<file path="src/rtl/lpif_pipe_downsize.sv">
// Serialises full-width words popped from the LPIF pipeline buffer into RATIO narrow
// valid/ready beats, reloading on the last-beat accept so consecutive words stream with no bubble.
module lpif_pipe_downsize #(
  parameter int unsigned IN_WIDTH  = 32,
  parameter int unsigned OUT_WIDTH = 8,
  parameter bit          MSB_FIRST = 1'b0
) (
  input  logic                 lclk,
  input  logic                 reset,
  input  logic                 in_empty,
  input  logic [IN_WIDTH-1:0]  in_data,
  output logic                 in_pop,
  output logic                 out_valid,
  input  logic                 out_ready,
  output logic [OUT_WIDTH-1:0] out_data,
  output logic                 out_last,
  output logic                 busy
);

  localparam int unsigned     RATIO   = IN_WIDTH / OUT_WIDTH;
  localparam int unsigned     CntW    = (RATIO > 1) ? $clog2(RATIO) : 1;
  localparam logic [CntW-1:0] LastCnt = CntW'(RATIO - 1);

  typedef enum logic [0:0] {StIdle, StSend} state_e;

  state_e              state_q, state_d;
  logic [IN_WIDTH-1:0] hold_q, hold_d;
  logic [CntW-1:0]     beat_cnt_q, beat_cnt_d;
  logic                hold_valid, acc, last, load;
  int unsigned         slice;

  assign hold_valid = (state_q == StSend);
  assign acc        = hold_valid & out_ready;
  assign last       = (beat_cnt_q == LastCnt);
  assign load       = ~in_empty & (~hold_valid | (acc & last));

  // Pop is masked during reset so the buffer never loses a word the holding register ignored.
  assign in_pop    = load & reset;
  assign out_valid = hold_valid;
  assign busy      = hold_valid;
  assign out_last  = hold_valid & last;

  always_comb begin
    state_d    = state_q;
    hold_d     = hold_q;
    beat_cnt_d = beat_cnt_q;
    case (state_q)
      StIdle: begin
        if (!in_empty) begin
          state_d    = StSend;
          hold_d     = in_data;
          beat_cnt_d = '0;
        end
      end
      StSend: begin
        if (acc && last) begin
          beat_cnt_d = '0;
          // Seamless reload on the last beat; otherwise hold keeps its stale contents.
          if (!in_empty) begin
            hold_d = in_data;
          end else begin
            state_d = StIdle;
          end
        end else if (acc) begin
          beat_cnt_d = beat_cnt_q + CntW'(1);
        end
      end
      default: state_d = StIdle;
    endcase
  end

  always_comb begin
    slice    = MSB_FIRST ? (RATIO - 1 - 32'(beat_cnt_q)) : 32'(beat_cnt_q);
    out_data = hold_q[slice*OUT_WIDTH +: OUT_WIDTH];
  end

  always_ff @(posedge lclk or negedge reset) begin
    if (!reset) begin
      state_q    <= StIdle;
      hold_q     <= '0;
      beat_cnt_q <= '0;
    end else begin
      state_q    <= state_d;
      hold_q     <= hold_d;
      beat_cnt_q <= beat_cnt_d;
    end
  end

endmodule
</file>
<file path="config.mk">
export PLATFORM = sky130hd
export DESIGN_NAME = lpif_pipe_downsize
export DESIGN_NICKNAME = d
export VERILOG_FILES = /design/src/rtl/lpif_pipe_downsize.sv
export SDC_FILE = /design/constraint.sdc
export NUM_CORES = 1
export LEC_CHECK = 0
export CORE_ASPECT_RATIO = 1.5
export CORE_UTILIZATION = 40
export DETAILED_ROUTE_END_ITERATION = 10
export PLACE_DENSITY = 0.73
export SYNTH_ARGS = -nofsm -noshare
export SYNTH_HDL_FRONTEND = slang
export SYNTH_SLANG_ARGS = --single-unit
export TNS_END_PERCENT = 1
</file>
<file path="constraint.sdc">
create_clock -name lclk -period 2.26 [get_ports lclk]
set_input_delay 0.226 -clock lclk [delete_from_list [all_inputs] [get_ports lclk]]
set_output_delay 0.226 -clock lclk [all_outputs]
set_load 0.1 [all_outputs]
</file>
Word level (Yosys, flattened, before mapping)
Cells that the tools add are included.
{"block": "word_totals", "regBits": 35, "out_inout_bits": 12, "wordCells": 29}
{"block": "op_classes", "n_addsub": 1, "n_eq_ne": 4, "shift": 1, "mux": 10, "bitwise_logic": 8, "n_reduce_logical": 2}
{"op": "$mux 32", "count": 2}
{"op": "$pmux 32 s2", "count": 1}
{"op": "$shiftx 32x6->8", "count": 1}
{"op": "$mux 2", "count": 3}
{"op": "$and 1x1->1", "count": 5}
{"op": "$pmux 2 s2", "count": 1}
{"op": "$ne 3x1->1 const B", "count": 1}
{"op": "$add 2x1->2 const B", "count": 1}
{"op": "$eq 2x2->1 const B", "count": 1}
{"op": "$mux 1", "count": 2}
{"op": "$ne 2x1->1 const B", "count": 1}
{"op": "$ne 2x2->1 const B", "count": 1}
{"op": "$not 1->1", "count": 2}
{"op": "$pmux 1 s2", "count": 1}
{"op": "$reduce_and 2->1", "count": 1}
{"op": "$logic_and 1x1->1", "count": 1}
{"op": "$or 1x1->1", "count": 1}

Depth between registers and ports, before layout
{"block": "depth", "ltp_word": 5, "ltp_mapped": 5, "depth_no_buf": 4}

Worst setup path after synthesis
Ideal clock, no wire load.
{"block": "synth_path", "path_kind": "reg-to-output", "from": "register state_q, in the netlist busy", "to": "output in_pop", "t_arrival_ns": 2.113, "t_required_ns": 2.034, "path_slack_ns": -0.079, "stages_incl_launch_ff": 4, "path_cell_list": "dfrtp_1 > a21oi_4 > buf_6 > and2_1"}
{"block": "synth_between", "elab_chain_cells": 5, "elab_cells_between_ends": 6}
{"item": "from (decl)", "line": "26", "source": "state_e state_q, state_d;"}
{"item": "from (signal assigned)", "line": "79", "source": "state_q <= StIdle;"}
{"item": "from (signal assigned)", "line": "83", "source": "state_q <= state_d;"}
{"item": "$and 1x1->1", "line": "33", "source": "assign acc = hold_valid & out_ready;"}
{"item": "$and 1x1->1", "line": "35", "source": "assign load = ~in_empty & (~hold_valid | (acc & last));"}
{"item": "$or 1x1->1 *", "line": "35"}
{"item": "$and 1x1->1 *", "line": "35"}
{"item": "$and 1x1->1 *", "line": "38", "source": "assign in_pop = load & reset;"}
{"item": "to (decl)", "line": "12", "source": "output logic in_pop,"}
Every way passes the cells marked *; elsewhere a longest branch is shown, timed or not.

Final worst setup path
{"block": "layout_path", "from": "register beat_cnt_q[0]", "to": "output in_pop"}
{"block": "layout_between", "elab_chain_cells": 5}
{"item": "from (decl)", "line": "28", "source": "logic [CntW-1:0] beat_cnt_q, beat_cnt_d;"}
{"item": "from (signal assigned)", "line": "85", "source": "beat_cnt_q <= beat_cnt_d;"}
{"item": "$eq 2x2->1", "line": "34", "source": "assign last = (beat_cnt_q == LastCnt);"}
{"item": "$and 1x1->1", "line": "35"}
{"item": "$or 1x1->1", "line": "35"}
{"item": "$and 1x1->1", "line": "35"}
{"item": "$and 1x1->1", "line": "38"}
No other way between the ends.

==> impl_metrics.yaml <==
die:
  core_um2: 3680
  initial_core_util_pct: 42.3
  dieArea_um2: 4150
  die_h_um: 78.4
  rows: 27
  die_w_um: 52.9
  ioPinCount: 48
yosys:
  syn_area_um2: 1560
  synth_top_family_by_area: "multiplexers"
  synth-xor-area-share_pct: 0
  syn_inst: 93
  synth_top_area_share_pct: 56.3
  ys_ff_latch: 35
  synth_nets: 130
  ys_warn_count: 0
  synth_compound_area_share_pct: 2.33
  synthMuxAreaShare_pct: 35.4
  synth_cell_types: 16
  synthSimpleGateAreaFrac_pct: 1.77
  synthAdderAreaFrac_pct: 0.804
  seq_area_frac_synth_pct: 56.3
  synth_top_cell_by_area: "dfrtp_1"
  avgSynthCellArea_um2: 16.7
  synthTopCellsByArea: "dfrtp_1 56%, mux2_2 22%, mux4_2 12%, buf_6 2.2%, mux2_1 1.4%"
route:
  drc: 0
  drt-total-wl_um: 3100
  wl_per_cell_um: 16.2
  num_vias: 983
  dr.pass1.iters: 2
  ant_nets: 0
  via_per_inst: 5.15
  dr.first_iter.drc_count: 14
cts:
  clk_path_buf_depth: 2
  clkLatencyLatePin_ps: 290
  clk_pin_slew_ps: 70
  cts_buffers: 5
  ctsResizeCount: 0
  post_cts_buffers: 0
  cts_num_sinks: 35
  tritoncts: "yes"
  cts_root_buf: "clkbuf_8"
  htreeDepth: 2
  cts_hold_buf: 0
critical_path:
  worst_r2r_path_depth: 5
  critical_path_class: "reg2out"
  cp.depth: 5
  cp-start-kind: "flip-flop"
  cpLargestDelayFamily: "flip-flops"
  slowest_delay_ps: 360
  critPathMaxFanout: 10
  slowest_stage: "dfrtp_1"
  cp_data_required_time_ps: 2030
  cp.buffers_inverters: 1
  worstSetupEndpointType: "output port"
  crit_arrival_ps: 1710
  worstPathCellList: "ha_1, nand2_1, a21oi_4, and2_2, buf_12"
timing:
  max_freq_ghz: 0.516
  finalClockSkew_ps: 4.80
  final_hold_viol_count: 21
  fin_crit_sh_pct: 85.7
  setup_viol: 0
  tightest_slew_ps: 439
  report.final.slew_viol_count: 0
  fin_tns_setup_ps: 0
  rsz0062_at_grt: "false"
  min_period_ps: 1940
  hold_ws_ps: -7.46
  relSlewSlack_pct: 70.7
finish:
  layout-drive-gt1-share_pct: 45.3
  design_area_um2: 2280
  fillers: 290
  nNetsFinal: 184
  n_antenna_cell: 0
  area_growth_pct: 46.8
flow_run:
  maxCapViolCount: 0
status:
  violations: "negative hold slack"
  status: "finished, violations left"
global_routing:
  gr-total-overflow: 0
  grt_antenna_before_repair: 0
  grt_pass1_vias: 1138
  grt_usage_pct: 18.0
  grt_pass1_wl_um: 5200
  grt_max_degree: 36
placed_design:
  place_area_um2: 2170
  io_buffers: 47
  gp_congestion: 0.678
  dp_hpwl_um: 2300
min_path:
  hold_path_class: "in2async"
## Yosys cell counts
cell / instances
a21oi_4: 1
a32o_1: 2
mux2_1: 2
nor2_1: 1
inv_1: 1
clkbuf_1: 1
and2_1: 2
buf_2: 1
mux2_2: 30
dfrtp_1: 35
mux4_2: 8
buf_6: 3
nand2_1: 3
buf_4: 1
ha_1: 1
mux2i_1: 1
## through the flow
stage	setup WS, ps	hold WS [ps]	std cells	utilization [%]
2_1_floorplan	118	-69.6	93	-
3_3_place_gp	377	319	183	58.9
3_5_place_dp	337	326	183	58.9
4_1_cts	309	0.999	191	62.0
5_1_grt	211	24.5	191	62.0
6_report	324	-7.46	191	62.0
## metal layers
layer / vias up / GRT usage, % / routed length [um]
met5: - / 0 / 0
met2: 25 / 29.6 / 1700
met4: 0 / 10.3 / 79
li1: 447 / - / -
met3: 7 / 5.23 / 154
met1: 504 / 20.1 / 1170
## flip-flops by register name, summed over array words and instances, names as in the netlist
register    cells
beat_cnt_q      2
busy            1
hold_q         32
## worst register-to-register path, delay by kind of cell, from the launching register on
family / cells / cell delay (ps)
DFF: 1 / 360
muxes: 1 / 350
AOI/OAI and AO/OA: 1 / 320
buffers and inverters: 1 / 250
adders and majority gates: 1 / 200
and+or+nand+nor: 1 / 120
## kinds of logic (layout without fill, tap and decap cells)
family,count (synthesis),after routing
fa+ha+maj,1,1
mux,41,41
buf+inv,7,62
flops,35,35
compound gates,3,3
simple gates,6,6
## final timing paths
| check | startpoint | end | slack (ps) |
|---|---|---|---|
| min in group lclk | hold_q[9]$_DFFE_PN0P_ | hold_q[9]$_DFFE_PN0P_ | 490 |
| hold reg to reg | hold_q[9]$_DFFE_PN0P_ | hold_q[9]$_DFFE_PN0P_ | 490 |
| setup reg to reg | beat_cnt_q[0]$_DFFE_PN0P_ | hold_q[26]$_DFFE_PN0P_ | 540 |
| max in group asynchronous | reset | hold_q[17]$_DFFE_PN0P_ | 1950 |
| hold / removal | reset | hold_q[28]$_DFFE_PN0P_ | -7 |
| setup / recovery | beat_cnt_q[0]$_DFFE_PN0P_ | in_pop | 320 |
## cell type report
type	instances	area, um2	area share [%]
clock buffer	6	82.6	3.61
clock inverter	2	35.0	1.53
inverter	1	3.75	0.164
multi-input combinational	51	628	27.5
sequential	35	876	38.3
tap	43	53.8	2.35
timing repair buffer	53	606	26.5
## layout by cell type (no fill, tap or decap)
cell / n
inv_1: 1
clkinv_2: 1
dfrtp_1: 35
ha_1: 1
mux2_2: 30
buf_12: 10
nor2_1: 1
and2_1: 1
mux2_1: 2
buf_2: 1
a32o_1: 2
a21oi_4: 1
clkbuf_8: 6
buf_4: 8
and2_2: 1
clkdlybuf4s50_1: 34
mux4_2: 8
bufinv_16: 1
mux2i_1: 1
nand2_1: 3
Power is left out: the tool's default activity adds up to more than one toggle a clock period on the data nets, which glitch-free logic cannot reach.
